[src/rtl/reg_pipe_pkg.sv]
// ============================================================================
// Module : reg_pipe_pkg
// Brief  : Shared constants, transfer-kind encoding and width helper for the
//          reg_pipe elastic pipeline. Optional feature macro: REG_PIPE_OCC_EN.
// Rev    : 1.0  initial release
// ============================================================================
`default_nettype none

`ifndef REG_PIPE_UTIL_DEFS
`define REG_PIPE_UTIL_DEFS
`define REG_PIPE_CLOG2(x) ($clog2(x))
`endif

package reg_pipe_pkg;

  localparam int DEF_WIDTH = 32;
  localparam int DEF_DEPTH = 2;

  // {input transfer, output transfer} packed into one code
  typedef enum logic [1:0] {
    XFER_NONE = 2'b00,
    XFER_OUT  = 2'b01,
    XFER_IN   = 2'b10,
    XFER_BOTH = 2'b11
  } xfer_e;

  function automatic int occ_width(input int depth);
    return `REG_PIPE_CLOG2(depth + 1);
  endfunction

endpackage

`default_nettype wire

[src/rtl/reg_pipe_if.sv]
// ============================================================================
// Module : reg_pipe_if
// Brief  : Valid/ready handshake bundle for both sides of reg_pipe.
//          Optional feature macro: REG_PIPE_OCC_EN (no effect on this file).
// Rev    : 1.0  initial release
// ============================================================================
`default_nettype none

interface reg_pipe_if #(
  parameter int WIDTH = 32
);

  logic                    in_valid;
  logic                    in_ready;
  logic signed [WIDTH-1:0] in_data;
  logic                    out_valid;
  logic                    out_ready;
  logic signed [WIDTH-1:0] out_data;

  modport slave (
    input  in_valid,
    input  in_data,
    input  out_ready,
    output in_ready,
    output out_valid,
    output out_data
  );

  modport master (
    output in_valid,
    output in_data,
    output out_ready,
    input  in_ready,
    input  out_valid,
    input  out_data
  );

endinterface

`default_nettype wire

[src/rtl/reg_pipe_stage.sv]
// ============================================================================
// Module : reg_pipe_stage
// Brief  : One valid-tagged data register of the elastic pipeline.
//          Optional feature macro: REG_PIPE_OCC_EN (no effect on this file).
// Rev    : 1.0  initial release
// ============================================================================
`default_nettype none

module reg_pipe_stage #(
  parameter int WIDTH = 32
) (
  input  wire logic                    clk,
  input  wire logic                    rst,
  input  wire logic                    en,
  input  wire logic                    flush,
  input  wire logic                    in_v,
  input  wire logic signed [WIDTH-1:0] in_d,
  input  wire logic                    rdy_nxt,
  output logic                         v,
  output logic signed [WIDTH-1:0]      d,
  output logic                         rdy
);

  // An empty stage always accepts, so bubbles never block upstream
  assign rdy = ~v | rdy_nxt;

  always_ff @(posedge clk) begin
    if (rst) begin
      v <= 1'b0;
      d <= '0;
    end else if (flush) begin
      v <= 1'b0;
    end else if (en && rdy) begin
      v <= in_v;
      if (in_v) begin
        d <= in_d;
      end
    end
  end

endmodule

`default_nettype wire

[src/rtl/reg_pipe.sv]
// ============================================================================
// Module : reg_pipe
// Brief  : DEPTH-stage elastic pipeline register with stall, flush and
//          optional occupancy counter (enabled by macro REG_PIPE_OCC_EN).
// Rev    : 1.0  initial release
// ============================================================================
`default_nettype none

module reg_pipe
  import reg_pipe_pkg::*;
#(
  parameter int WIDTH = DEF_WIDTH,
  parameter int DEPTH = DEF_DEPTH
) (
  input  wire logic clk,
  input  wire logic rst,
  input  wire logic en,
  input  wire logic flush,
  reg_pipe_if.slave bus
`ifdef REG_PIPE_OCC_EN
  ,
  output logic [occ_width(DEPTH)-1:0] occupancy
`endif
);

  logic [DEPTH-1:0]        v;
  logic [DEPTH-1:0]        rdy;
  logic [DEPTH-1:0]        rdy_nxt;
  logic signed [WIDTH-1:0] d [DEPTH];
  logic                    unused_rdy;

  generate
    for (genvar i = 0; i < DEPTH; i++) begin : g_stage
      logic                    in_v;
      logic signed [WIDTH-1:0] in_d;

      if (i == 0) begin : g_head
        assign in_v = bus.in_valid;
        assign in_d = bus.in_data;
      end else begin : g_body
        assign in_v = v[i-1];
        assign in_d = d[i-1];
      end

      // Downstream readiness flattened: ready unless every later stage is full
      if (i == DEPTH - 1) begin : g_tail
        assign rdy_nxt[i] = bus.out_ready;
      end else begin : g_mid
        assign rdy_nxt[i] = bus.out_ready | ~(&v[DEPTH-1:i+1]);
      end

      reg_pipe_stage #(
        .WIDTH (WIDTH)
      ) u_stage (
        .clk     (clk),
        .rst     (rst),
        .en      (en),
        .flush   (flush),
        .in_v    (in_v),
        .in_d    (in_d),
        .rdy_nxt (rdy_nxt[i]),
        .v       (v[i]),
        .d       (d[i]),
        .rdy     (rdy[i])
      );
    end
  endgenerate

  assign unused_rdy    = ^rdy;
  assign bus.in_ready  = en & ~flush & ~rst & rdy[0];
  assign bus.out_valid = v[DEPTH-1] & en;
  assign bus.out_data  = d[DEPTH-1];

`ifdef REG_PIPE_OCC_EN
  logic  in_xfer;
  logic  out_xfer;
  xfer_e xfer;

  always_comb begin
    in_xfer  = bus.in_valid & bus.in_ready;
    out_xfer = bus.out_valid & bus.out_ready;
    xfer     = xfer_e'({in_xfer, out_xfer});
  end

  always_ff @(posedge clk) begin
    if (rst || flush) begin
      occupancy <= '0;
    end else begin
      case (xfer)
        XFER_IN:  occupancy <= occupancy + 1'b1;
        XFER_OUT: occupancy <= occupancy - 1'b1;
        default:  occupancy <= occupancy;
      endcase
    end
  end
`endif

endmodule

`default_nettype wire

[src/flat_wrapper.sv]
// flat-port wrapper written by rule: the top's interface ports become plain ports
module reg_pipe_flat import reg_pipe_pkg::*;
#(
  parameter int WIDTH = DEF_WIDTH,
  parameter int DEPTH = DEF_DEPTH
)
  (clk, rst, en, flush, bus_in_valid, bus_in_data, bus_out_ready, bus_in_ready, bus_out_valid, bus_out_data);
  reg_pipe_if #(.WIDTH(WIDTH)) bus_i ();
  input  wire logic clk;
  input  wire logic rst;
  input  wire logic en;
  input  wire logic flush;
  input wire logic [$bits(bus_i.in_valid)-1:0] bus_in_valid;
  input wire logic [$bits(bus_i.in_data)-1:0] bus_in_data;
  input wire logic [$bits(bus_i.out_ready)-1:0] bus_out_ready;
  output wire logic [$bits(bus_i.in_ready)-1:0] bus_in_ready;
  output wire logic [$bits(bus_i.out_valid)-1:0] bus_out_valid;
  output wire logic [$bits(bus_i.out_data)-1:0] bus_out_data;
  assign bus_i.in_valid = bus_in_valid;
  assign bus_i.in_data = bus_in_data;
  assign bus_i.out_ready = bus_out_ready;
  assign bus_in_ready = bus_i.in_ready;
  assign bus_out_valid = bus_i.out_valid;
  assign bus_out_data = bus_i.out_data;
  reg_pipe #(.WIDTH(WIDTH), .DEPTH(DEPTH)) u_core (.clk(clk), .rst(rst), .en(en), .flush(flush), .bus(bus_i));
endmodule
[config.mk]
export PLATFORM = sky130hd
export DESIGN_NAME = reg_pipe_flat
export DESIGN_NICKNAME = d
export VERILOG_FILES = /design/src/rtl/reg_pipe_pkg.sv /design/src/rtl/reg_pipe_if.sv /design/src/rtl/reg_pipe_stage.sv /design/src/rtl/reg_pipe.sv /design/src/flat_wrapper.sv
export SDC_FILE = /design/constraint.sdc
export NUM_CORES = 1
export LEC_CHECK = 0
export ABC_CLOCK_PERIOD_IN_PS = 2700
export BUFFER_PORTS_ARGS = -buffer_cell sky130_fd_sc_hd__buf_2
export CORE_UTILIZATION = 46
export DETAILED_ROUTE_END_ITERATION = 6
export GPL_TIMING_DRIVEN = 1
export PLACE_DENSITY = 0.82
export SLEW_MARGIN = 20
export SYNTH_ARGS = -nofsm -noshare
export SYNTH_HDL_FRONTEND = slang
export SYNTH_SLANG_ARGS = --single-unit
[constraint.sdc]
create_clock -name clk -period 2.7 [get_ports clk]
set_clock_uncertainty 0.05 [all_clocks]
set_input_delay 0.27 -clock clk [delete_from_list [all_inputs] [get_ports clk]]
set_output_delay 0.27 -clock clk [all_outputs]
set_load 0.005 [all_outputs]
==> Word level (Yosys, flattened, before mapping) <==
Index checks and enable logic that the tools add are counted.
{ "totals": {"regBits": 66, "output_inout_bits": 34, "elab_cells": 19} }
{ "op_classes": {"n_bitwise": 10, "n_reduce_logical": 5} }
{ "ops": {"columns": ["operator", "count"], "rows": [
  ["AND reduction 3 bit", 2],
  ["AND 1 bit", 4],
  ["NOT 1 bit", 4],
  ["logical AND 1 bit", 2],
  ["OR 1 bit", 2],
  ["OR reduction 2 bit", 1]
]} }

==> Logic depth before layout (Yosys ltp) <==
Gate-level depths: netlist (run 1).
{ "logic_depth": {"ltp_word": 5, "depth_mapped": 5, "ltp_nobuf": 3} }

==> Cells and area by module <==
Synthesis (run 1) repeated with hierarchy kept, for this count alone.
{ "hier_totals": {"cells_unflattened": 295, "area_unflattened_um2": 3075.4} }
{ "by_module_without_submodules": {"columns": ["mod", "n_inst", "cells_each", "area_each_um2", "seq_area_each_um2"], "rows": [
  ["reg_pipe_stage", 2, 146, 1525.2, 660.6],
  ["reg_pipe", 1, 3, 25.0, 0.0]
]} }

==> Worst setup path after synthesis (run 1) <==
Ideal clock, no wire load.
{ "synth_path": {"path_type": "reg2reg", "start": "register u_core.g_stage[0].u_stage.v", "end": "register u_core.g_stage[1].u_stage.d[20]", "arrival_time_ns": 1.359, "t_required_ns": 2.532, "path_slack_ns": 1.173, "stages_incl_launch_ff": 6, "cell_sequence": "dfxtp_1 -> inv_2 -> or4_4 -> buf_6 -> buf_12 -> mux2i_1"} }
{ "synth_between": {"elab_chain_len": 1} }
{ "synth_lines": {"columns": ["item", "line", "text"], "rows": [
  ["start: declaration", "reg_pipe_stage.sv:19", "output logic v,"],
  ["start signal: assignment", "reg_pipe_stage.sv:34", "v <= in_v;"],
  ["AND reduction 3 bit (no source line)", null, null],
  ["end signal: assignment", "reg_pipe_stage.sv:36", "d <= in_d;"],
  ["end: declaration", "reg_pipe_stage.sv:20", "output logic signed [WIDTH-1:0] d,"]
]} }
Every way passes these cells.
A chain may end at the register's enable or synchronous reset.

==> Worst setup path in the final report (run 1) <==
{ "layout_path": {"start": "register u_core.g_stage[1].u_stage.v", "end": "output bus_in_ready"} }
{ "layout_between": {"elab_chain_len": 4} }
{ "layout_lines": {"columns": ["item", "line", "text"], "rows": [
  ["start: declaration", "reg_pipe_stage.sv:19", null],
  ["start signal: assignment", "reg_pipe_stage.sv:34", null],
  ["NOT 1 bit", "reg_pipe.sv:49", "assign rdy_nxt[i] = bus.out_ready | ~(&v[DEPTH-1:i+1]);"],
  ["OR 1 bit", "reg_pipe.sv:49", null],
  ["OR 1 bit", "reg_pipe_stage.sv:25", "assign rdy = ~v | rdy_nxt;"],
  ["AND 1 bit", "reg_pipe.sv:70", "assign bus.in_ready = en & ~flush & ~rst & rdy[0];"],
  ["end: declaration", "flat_wrapper.sv:16", "output wire logic [$bits(bus_i.in_ready)-1:0] bus_in_ready;"]
]} }
Every way passes these cells.

==> run_results.csv, run 1 <==
group,metric,value,unit
run_status,status,"complete, no violations",
power,max-vdd-ir-drop,254,uV
placement,io_buffers,71,
worst_hold_path,hold_start,"bus_in_data[16]",
floorplanning,core,0.00564,mm2
worst_hold_path,hp-class,"in -> reg",
worst_setup_path,cp-start-kind,"flip-flop",
worst_setup_path,crit_arrival,1.44,ns
floorplanning,die_h,79.6,um
power,combPwrFrac,6.9,%
placement,place_ws,1.02,ns
power,p_total,1.81,mW
floorplanning,die_area,0.00633,mm2
worst_setup_path,crit_required,2.38,ns
sta,maxSlewHeadroom,61.7,%
global_route,grt_pass1_wl,7980,um
clock_network,cts_setup_buffers,0,
clock_network,clockBufferDepth,2,
clock_network,clock-sinks,66,
sta,setup_violations,0,
floorplanning,die_w,79.6,um
placement,dp.cells,388,
sta,setup_ws,0.936,ns
power,p_int,1.41,mW
final_layout,drive_above_1_share,27.7,%
clock_network,cts_tree,"done",
power,power_leakage,1.44,nW
yosys,syn_area,0.00277,mm2
yosys,synth_cell_types,20,
floorplanning,start_util,49.1,%
sta,worst_slew_pin_slew,0.573,ns
sta,rsz0062_at_grt,"false",
floorplanning,rows,27,
final_layout,mostFrequentLayoutCell,"nand2b_1",
worst_setup_path,crit_fanout,5,
worst_setup_path,r2r_slack,1.00,ns
sta,hold_viol_final,0,
sta,clock.fmax,567,MHz
yosys,syn-num-nets,296,
clock_network,numCtsBuffers,9,
global_route,grt_use_total,16.6,%
worst_setup_path,reg2reg_to,"u_core.g_stage[0].u_stage.d[22]$_SDFFE_PP0P_",
sta,drv_slew,0,
detailed_routing,drc,0,
final_layout,num-nets-final,365,
power,power.switching,0.396,mW
power,powerDensity,545,mW/mm2
detailed_routing,vias_per_cell,4.72,
sta,tns,0,ns
worst_setup_path,timing.rr.start,"u_core.g_stage[1].u_stage.v$_SDFFE_PP0P_",
yosys,yosys_register_bits,66,
clock_network,ctsResizeCount,0,
detailed_routing,wl_per_cell,12.1,um
detailed_routing,wl,4890,um
final_layout,fin_util,58.9,%
final_layout,syn_to_final_growth,20.1,%
detailed_routing,vias,1908,
yosys,synth-seq-area-share,47.7,%
yosys,postSynthCellCount,258,
global_route,grt_max_degree,84,
global_route,use_met2,27.0,%
global_route,grt_use_met1,20.1,%
final_layout,stdcell_count,404,
clock_network,cts_root_buf,"clkbuf_8",
worst_setup_path,worst_setup_path_end_kind,"output port",
sta,period_share,65.3,%
global_route,grt_pass1_vias,1777,
placement,dp_hpwl,3230,um
clock_network,cts_hold_buf,0,
worst_setup_path,crit_type,"reg -> out",
final_layout,final_cell_mix,"96 x nand2b_1, 71 x buf_2, 66 x dfxtp_1",
worst_hold_path,min_to,"u_core.g_stage[0].u_stage.d[16]$_SDFFE_PP0P_",
clock_network,clk-insertion-delay-late,0.32,ns
power,clkPwrFrac,38.0,%
global_route,globalRouteMet3Util,3.89,%
run,cap_violations,0,
global_route,top_usage_layer,"met2",
clock_network,clk_pin_slew_worst_paths,0.07,ns
worst_setup_path,ff2ff_path_depth,4,
global_route,antenna_found_initial,0,
worst_hold_path,hold_depth,3,
power,switching_share,21.9,%
power,seqPwrFrac,55.0,%
sta,period_needed,1.76,ns
detailed_routing,postRouteAntennaNets,0,
final_layout,antenna_cells,0,
placement,place_congestion,0.769,
yosys,yosysWarnings,0,
yosys,synth_area_per_cell,10.7,um2
floorplanning,ioPinCount,72,
clock_network,h-tree-depth,3,
detailed_routing,drtIter0Drc,40,
global_route,grt_overflow,0,
detailed_routing,drt-pass1-iter-count,4,
metal layers:
layer / vias to the layer above / wire length, um
met5: - / 0
met4: 0 / 65
met3: 6 / 199
met2: 43 / 2300
met1: 874 / 2320
li1: 985 / -
worst max-delay path, cell delays in order, from the launching register on:
cell and delay, ns:
dfxtp_1 0.35, nor2b_1 0.49, a21oi_1 0.13, buf_2 0.15
synthesized netlist by cell type (all sizes together):
cell type  number  area share (%)
nand2b         96              22
dfxtp          66              48
mux2i          64              23
clkbuf         10             1.4
buf             6             2.1
nand2           3            0.41
inv             2            0.27
a211oi          1            0.45
a21boi          1            0.27
a21oi           1            0.18
a22oi           1            0.27
and2            1            0.23
nor2            1            0.14
nor2b           1            0.23
nor3            1            0.18
nor4            1            0.77
o21ai           1            0.18
or4             1            0.41
through the flow:
stage	instance area [um2]	hold WS, ns
after floorplan	2770	0.299
after global placement	3160	0.407
after detailed placement	3160	0.416
after CTS	3320	0.137
after global routing	3320	0.141
final	3320	0.148
final cells by class:
class / instances / area, um2
Clock inverter: 3 / 15.0
Timing Repair Buffer: 74 / 390
Multi-Input combinational cell: 174 / 1350
Fill cell: 489 / 2320
Tap cell: 72 / 90.1
Clock buffer: 13 / 149
Inverter: 2 / 7.51
Sequential cell: 66 / 1320
how the worst max path moves through the flow:
stage / start / end / slack (ns) / cells after the start
4_1_cts: u_core.g_stage[1].u_stage.v$_SDFFE_PP0P_ / bus_in_ready / 0.93 / 3
6_report: u_core.g_stage[1].u_stage.v$_SDFFE_PP0P_ / bus_in_ready / 0.94 / 3
3_3_place_gp: u_core.g_stage[1].u_stage.v$_SDFFE_PP0P_ / u_core.g_stage[0].u_stage.d[30]$_SDFFE_PP0P_ / 1.07 / 4
5_1_grt: u_core.g_stage[1].u_stage.v$_SDFFE_PP0P_ / bus_in_ready / 0.86 / 3
2_1_floorplan: u_core.g_stage[0].u_stage.v$_SDFFE_PP0P_ / u_core.g_stage[1].u_stage.d[20]$_SDFFE_PP0P_ / 1.17 / 5
3_5_place_dp: u_core.g_stage[1].u_stage.v$_SDFFE_PP0P_ / u_core.g_stage[0].u_stage.d[22]$_SDFFE_PP0P_ / 1.02 / 4
sequential cells by signal (all words and copies together) (netlist names):
register	count
u_core.g_stage.u_stage.d	64
u_core.g_stage.u_stage.v	2
power by group through the flow:
stage / Clock [mW] / Sequential, mW / Combinational (mW)
6_report: 0.689 / 0.997 / 0.125
3_5_place_dp: 0 / 1.02 / 0.126
5_1_grt: 0.752 / 0.998 / 0.138
4_1_cts: 0.710 / 0.997 / 0.127
3_3_place_gp: 0 / 1.02 / 0.125
2_1_floorplan: 0 / 1.02 / 0.0819
kinds of logic after synthesis:
kind of cell           after synthesis  share of synthesized area (%)
and+or+nand+nor                    105                           24.1
DFF                                 66                           47.7
muxes                               64                           23.1
buffers and inverters               18                           3.71
AOI/OAI and AO/OA                    5                           1.36
Power figures use the tool's default switching activity.
==> inputs of run 2 (changes only) <==
--- a/config.mk
+++ b/config.mk
@@ -5,12 +5,13 @@
 export SDC_FILE = /design/constraint.sdc
 export NUM_CORES = 1
 export LEC_CHECK = 0
-export ABC_CLOCK_PERIOD_IN_PS = 2700
+export ABC_AREA = 1
+export ABC_CLOCK_PERIOD_IN_PS = 1400
 export BUFFER_PORTS_ARGS = -buffer_cell sky130_fd_sc_hd__buf_2
 export CORE_UTILIZATION = 46
 export DETAILED_ROUTE_END_ITERATION = 6
 export GPL_TIMING_DRIVEN = 1
-export PLACE_DENSITY = 0.82
+export PLACE_DENSITY = 0.86
 export SLEW_MARGIN = 20
 export SYNTH_ARGS = -nofsm -noshare
 export SYNTH_HDL_FRONTEND = slang
==> constraint.sdc (replaced) <==
create_clock -name clk -period 1.4 [get_ports clk]
set_clock_uncertainty 0.05 [all_clocks]
set_input_delay 0.14 -clock clk [delete_from_list [all_inputs] [get_ports clk]]
set_output_delay 0.14 -clock clk [all_outputs]
set_load 0.005 [all_outputs]
==> run 2 against run 1 <==
Compared with the run above:
- flip-flop and latch count unchanged
- critical endpoint unchanged
- global-route usage increased by 2.6 points
- first-iteration DRC count increased to 2.8 times the previous value
- wire length increased by 4.4%
- worst hold slack got worse by 0.13 ns
==> run_results.csv, run 2 <==
group,metric,value,unit
run_status,status,"complete, no violations",
detailed_routing,wl_per_cell,9.90,um
final_layout,mostFrequentLayoutCell,"nor2_1",
clock_network,cts_tree,"done",
power,clkPwrFrac,41.6,%
global_route,grt_use_total,19.2,%
clock_network,clk_pin_slew_worst_paths,0.07,ns
sta,rsz0062_at_grt,"false",
global_route,grt_pass1_wl,8890,um
final_layout,antenna_cells,0,
power,p_int,2.98,mW
yosys,synth-seq-area-share,52.4,%
yosys,syn_area,0.00252,mm2
worst_setup_path,cp.depth,4,
worst_setup_path,worst_setup_path_end_kind,"output port",
yosys,synth_area_leaders,"dfxtp_1 52%, nor2_1 19%, nand2_1 11%",
placement,place_congestion,0.689,
sta,period_share,91.6,%
worst_setup_path,crit_start,"u_core.g_stage[0].u_stage.v$_SDFFE_PP0P_",
floorplanning,start_util,48.5,%
yosys,syn-num-nets,400,
floorplanning,die_w,76.1,um
yosys,yosys-top-cells-count,"130 x nor2_1, 72 x nand2_1, 66 x dfxtp_1",
run,cap_violations,0,
worst_setup_path,cpPeakStageDelay,0.40,ns
placement,place_area,0.00291,mm2
final_layout,largest_reg_flops,64,
power,max-vdd-ir-drop,716,uV
floorplanning,core,0.00520,mm2
worst_setup_path,r2r_slack,0.13,ns
worst_setup_path,crit_type,"reg -> out",
clock_network,numCtsBuffers,9,
final_layout,top_register,"u_core.g_stage.u_stage.d",
worst_setup_path,critPathSlowestCell,"dfxtp_1",
yosys,async_flop_share,0,%
detailed_routing,drtIter0Drc,112,
sta,setup_violations,0,
global_route,grt_max_degree,65,
worst_hold_path,hp-class,"in -> reg",
sta,drv_slew,0,
yosys,ys.flop_type,"dfxtp_1",
worst_setup_path,crit_buf_inv,1,
final_layout,top_regs,"u_core.g_stage.u_stage.d x64, u_core.g_stage.u_stage.v x2",
sta,tns,0,ns
clock_network,h-tree-depth,3,
global_route,antenna_found_initial,0,
final_layout,final_cell_area,0.00322,mm2
sta,period_needed,1.28,ns
worst_hold_path,hold_start,"bus_in_data[6]",
clock_network,cts_root_buf,"clkbuf_8",
floorplanning,die_h,76.1,um
detailed_routing,drt-pass1-iter-count,4,
worst_setup_path,cp-start-kind,"flip-flop",
worst_setup_path,path_delay_family,"flip-flops",
worst_setup_path,crit_arrival,1.09,ns
detailed_routing,drc,0,
clock_network,clk-insertion-delay-late,0.32,ns
final_layout,syn_to_final_growth,27.6,%
final_layout,num-nets-final,478,
yosys,yosys_register_bits,66,
power,power_leakage,1.75,nW
power,power.switching,0.860,mW
power,switching_share,22.4,%
sta,clock.fmax,780,MHz
detailed_routing,postRouteAntennaNets,0,
floorplanning,ioPinCount,72,
yosys,yosys.area.top_type,"dfxtp_1",
yosys,postSynthCellCount,362,
worst_setup_path,reg2reg_to,"u_core.g_stage[0].u_stage.d[21]$_SDFFE_PP0P_",
worst_setup_path,crit_end,"bus_in_ready",
power,powerDensity,1190,mW/mm2
clock_network,cts_setup_buffers,0,
worst_setup_path,timing.rr.start,"u_core.g_stage[0].u_stage.v$_SDFFE_PP0P_",
sta,worst_slew_pin_slew,0.316,ns
sta,maxSlewHeadroom,78.9,%
worst_setup_path,path_cells,"nand3_1 > nand2_1 > nor2_1 > buf_2",
placement,dp_hpwl,3230,um
detailed_routing,vias,2264,
placement,io_buffers,71,
floorplanning,rows,26,
global_route,grt_pass1_vias,2089,
final_layout,final_cell_mix,"130 x nor2_1, 72 x nand2_1, 71 x buf_2",
yosys,synth_top_cell_area_share,52.4,%
power,seqPwrFrac,51.4,%
yosys,synth_cell_types,15,
worst_setup_path,crit_required,1.21,ns
power,combPwrFrac,7.1,%
sta,hold_viol_final,0,
clock_network,clockBufferDepth,2,
yosys,synth_area_per_cell,6.97,um2
floorplanning,die_area,0.00579,mm2
yosys,yosysWarnings,0,
clock_network,clock-sinks,66,
worst_setup_path,ff2ff_path_depth,6,
worst_setup_path,crit_fanout,4,
global_route,grt_overflow,0,
detailed_routing,vias_per_cell,4.40,
yosys,synth_edf_count,0,
yosys,yosysMostFrequentCell,"nor2_1",
detailed_routing,wl,5100,um
final_layout,drive_above_1_share,21.3,%
-- run 2: worst min path at each step --
stage	end	slack, ns	cells past startpoint
detailed placement	u_core.g_stage[0].u_stage.d[22]$_SDFFE_PP0P_	0.33	3
floorplan	u_core.g_stage[0].u_stage.d[16]$_SDFFE_PP0P_	0.24	2
CTS	u_core.g_stage[0].u_stage.d[30]$_SDFFE_PP0P_	0.001	3
global placement	u_core.g_stage[0].u_stage.d[3]$_SDFFE_PP0P_	0.33	3
finish	u_core.g_stage[0].u_stage.d[6]$_SDFFE_PP0P_	0.01	3
global route	u_core.g_stage[0].u_stage.d[28]$_SDFFE_PP0P_	0.004	3
-- run 2: timing repair --
action,CTS,global route
hold buffers,10,0
hold endpoints to repair,10,0
endpoints found under the setup margin,0,9
gates resized for setup,0,1
-- run 2: cell type report --
cell class,count,area (um2)
clock inverter,5,52.6
clock buffer,11,151
fill,475,1990
multi-input combinational,240,957
timing repair buffer,86,509
inverter,37,140
sequential,66,1320
tap,70,87.6
-- run 2: tightest hold or removal path: cells and delay by family --
family / cells / cell delay, ns
compound gates: 1 / 0.06
buf+inv: 1 / 0.08
simple gates: 1 / 0.07
-- run 2: stage by stage --
stage	power [mW]	hold slack (ns)	utilization (%)	setup slack [ns]	cells
after CTS	3.89	0.00118	61.8	0.0944	515
after detailed placement	2.26	0.330	55.9	0.133	489
after global routing	4.02	0.00428	61.9	0.00591	515
final	3.84	0.0144	61.9	0.118	515
after floorplan	2.16	0.238	-	0.287	362
after global placement	2.25	0.325	55.9	0.205	489
-- run 2: power by group through the flow --
stage | combinational (mW) | sequential (mW) | clock, mW
2_1_floorplan | 0.157 | 2.01 | 0
3_3_place_gp | 0.242 | 2.01 | 0
3_5_place_dp | 0.249 | 2.01 | 0
4_1_cts | 0.272 | 1.97 | 1.65
5_1_grt | 0.313 | 1.98 | 1.74
6_report | 0.271 | 1.97 | 1.59
-- run 2: cells by family after synthesis --
family / count (synthesis) / share of synthesized area, %
AND/OR/NAND/NOR: 206 / 31.2
flip-flops: 66 / 52.4
buffers and inverters: 56 / 9.72
AO/OA/AOI/OAI: 34 / 6.74
-- run 2: per-layer routing --
layer,global-route usage [%],up-vias,wire [um]
met5,0,-,0
li1,-,1236,-
met2,32.2,59,2340
met4,9.81,0,70
met3,4.91,8,276
met1,22.7,961,2410
==> inputs of run 3 (changes only) <==
--- a/config.mk
+++ b/config.mk
@@ -11,8 +11,9 @@
 export CORE_UTILIZATION = 46
 export DETAILED_ROUTE_END_ITERATION = 6
 export GPL_TIMING_DRIVEN = 1
-export PLACE_DENSITY = 0.86
+export PLACE_DENSITY = 0.84
 export SLEW_MARGIN = 20
 export SYNTH_ARGS = -nofsm -noshare
 export SYNTH_HDL_FRONTEND = slang
+export SYNTH_HIERARCHICAL = 1
 export SYNTH_SLANG_ARGS = --single-unit
==> run 3 against run 2 <==
Compared with the run above:
- the run now ends with negative setup slack left
- non-clock buffer count rose by 9
- count of clock-buffer cells in the layout is 3 higher
- global-route usage up 2.1 points
- register-to-register slack got worse by 0.13 ns
- setup slack worse by 0.15 ns
- synthesized cell count rose by 25%
- wire length up 44%
- maximum frequency decreased by 10%
- largest power group unchanged
- highest routed layer unchanged
==> run_results.csv, run 3 <==
group,metric,value,unit
sta,hold_slack,0.0756,ns
sta,rsz0062_at_grt,"true",
clock_network,cts_tree,"done",
placement,place_ws,-0.0876,ns
clock_network,numCtsBuffers,9,
global_route,grt_use_met1,26.4,%
final_layout,largest_reg_flops,64,
floorplanning,core,0.00635,mm2
sta,period_share,102,%
global_route,grt_overflow,0,
final_layout,top_regs,"u_core/g_stage.u_stage/d x64, u_core/g_stage.u_stage/v x2",
worst_hold_path,hp-class,"in -> reg",
final_layout,fin_util,59.0,%
worst_setup_path,cp-start-kind,"flip-flop",
global_route,use_met2,34.9,%
yosys,synthSimpleGateAreaFrac,40.5,%
yosys,syn-num-nets,489,
global_route,grt_use_total,21.3,%
final_layout,syn_to_final_growth,24.1,%
detailed_routing,postRouteAntennaNets,0,
clock_network,cts_root_buf,"clkbuf_8",
placement,place_congestion,0.843,
sta,clock.fmax,698,MHz
yosys,yosys_register_bits,66,
placement,dp_hpwl,4630,um
power,power_leakage,1.89,nW
power,max-vdd-ir-drop,667,uV
worst_setup_path,timing.rr.start,"u_core/g_stage[1].u_stage/v$_SDFFE_PP0P_",
worst_setup_path,worst_setup_path_end_kind,"output port",
global_route,antenna_found_initial,0,
final_layout,drive_above_1_share,22.4,%
sta,drv_slew,0,
final_layout,final_cell_mix,"131 x nor2_1, 75 x inv_1, 71 x buf_2",
yosys,ys.flop_type,"dfxtp_1",
yosys,synth_compound_area_share,0.331,%
power,powerDensity,1070,mW/mm2
detailed_routing,wl_per_cell,12.1,um
worst_setup_path,crit_fanout,3,
global_route,grt_pass1_wl,11800,um
sta,tns,-0.0317,ns
yosys,syn_area,0.00302,mm2
yosys,synth_xor_area_share,0,%
clock_network,clk-insertion-delay-late,0.34,ns
clock_network,h-tree-depth,3,
detailed_routing,vias_per_cell,4.95,
yosys,synth_area_leaders,"dfxtp_1 44%, nor2_1 16%, nand4_1 13%",
global_route,grt_max_degree,45,
power,p_total,4.03,mW
worst_setup_path,crit_required,1.21,ns
detailed_routing,wl,7340,um
yosys,synth_area_per_cell,6.70,um2
worst_setup_path,crit_start,"u_core/g_stage[1].u_stage/v$_SDFFE_PP0P_",
worst_setup_path,crit_arrival,1.24,ns
floorplanning,die_h,83.1,um
run_status,status,"finished, violations left",
yosys,synth_edf_count,0,
placement,io_buffers,71,
detailed_routing,drtIter0Drc,299,
floorplanning,start_util,47.6,%
sta,setup_ws,-0.0317,ns
clock_network,clockBufferDepth,2,
yosys,synthAdderAreaFrac,0,%
detailed_routing,drt-pass1-iter-count,5,
worst_hold_path,hold_start,"bus_in_data[15]",
yosys,postSynthCellCount,451,
global_route,grt_pass1_vias,2706,
clock_network,clock-sinks,66,
final_layout,nFillCells,567,
detailed_routing,drc,0,
yosys,async_flop_share,0,%
floorplanning,rows,29,
worst_setup_path,crit_type,"reg -> out",
floorplanning,die_w,83.1,um
run_status,violations,"negative setup slack",
floorplanning,die_area,0.00690,mm2
final_layout,num-nets-final,564,
sta,hold_viol_final,0,
final_layout,antenna_cells,0,
floorplanning,ioPinCount,72,
final_layout,mostFrequentLayoutCell,"nor2_1",
clock_network,clk_pin_slew_worst_paths,0.07,ns
global_route,globalRouteMet3Util,5.37,%
final_layout,regArea,0.00132,mm2
yosys,yosys.area.top_type,"dfxtp_1",
yosys,yosysWarnings,6,
yosys,yosys-top-cells-count,"131 x nor2_1, 76 x inv_1, 70 x nand2_1",
sta,maxSlewHeadroom,72.3,%
detailed_routing,vias,3009,
global_route,top_usage_layer,"met2",
yosys,yosysMostFrequentCell,"nor2_1",
sta,period_needed,1.43,ns
yosys,synth_top_cell_area_share,43.7,%
yosys,synth-seq-area-share,43.7,%
final_layout,top_register,"u_core/g_stage.u_stage/d",
sta,worst_slew_pin_slew,0.415,ns
yosys,muxShareOfSynthArea,0,%
sta,setup_violations,1,
yosys,synth_top_family_by_area,"simple AND/OR/NAND/NOR gates",
final_layout,multi_input_area,0.00125,mm2
yosys,synth_cell_types,14,
run,cap_violations,0,
## run 3: cell count changes after synthesis, sizes merged, moves of 5 or more
cell	before	now
o21ai	32	2
nand4	1	64
nor2	130	135
inv	36	78
buf	9	20
## run 3: cells by family (layout without fill, tap and decap cells)
logic type	count (synthesis)	count (layout)
AOI/OAI and AO/OA	2	2
buffers and inverters	110	189
DFF	66	66
and+or+nand+nor	273	274
## run 3: worst paths after layout
path                                                   to  slack (ns)  cells past startpoint
max reg2reg  u_core/g_stage[0].u_stage/d[23]$_SDFFE_PP0P_           0                      8
min reg2reg  u_core/g_stage[1].u_stage/d[17]$_SDFFE_PP0P_        0.43                      2
max                                          bus_in_ready       -0.03                      7
min          u_core/g_stage[0].u_stage/d[15]$_SDFFE_PP0P_        0.08                      5
## run 3: area by class of cell
| class | count | share of cell area [%] |
|---|---|---|
| Clock inverter | 2 | 0.935 |
| Sequential cell | 66 | 35.3 |
| Tap cell | 77 | 2.57 |
| Multi-Input combinational cell | 276 | 33.4 |
| Clock buffer | 14 | 4.34 |
| Inverter | 78 | 7.81 |
| Timing Repair Buffer | 95 | 15.7 |
## run 3: timing repair
item                       4_1_cts  5_1_grt
gates cloned                     1        1
hold endpoints to repair         1        0
gates resized for setup          5        5
setup buffers                    0        7
pin swaps                        2        2
hold buffers                     1        0
setup endpoints to repair       33       40
## run 3: power by group
group          switching [mW]  leakage, nW  internal [mW]
Clock                   0.683        0.101          0.919
Sequential             0.0353        0.537           1.95
Combinational           0.265         1.25          0.179
Total                   0.983         1.89           3.04
## run 3: stage by stage
| stage | std cells | instance area (um2) |
|---|---|---|
| finish | 608 | 3750 |
| CTS | 600 | 3640 |
| detailed placement | 582 | 3410 |
| floorplan | 451 | 3020 |
| global placement | 582 | 3410 |
| global route | 608 | 3750 |
## run 3: critical path, cell delays in order, from the launching register on
cell and delay (ns):
dfxtp_1 0.34, nand2_1 0.08, inv_2 0.08, nand2_4 0.08
buf_12 0.13, nand2_2 0.04, nor2_1 0.04, buf_2 0.11
## run 3: per-layer routing
layer  part of all wire [%]  up-vias
li1                       -     1535
met1                     44     1344
met2                     47      105
met3                    5.9       25
met4                    2.7        0
met5                      0        -
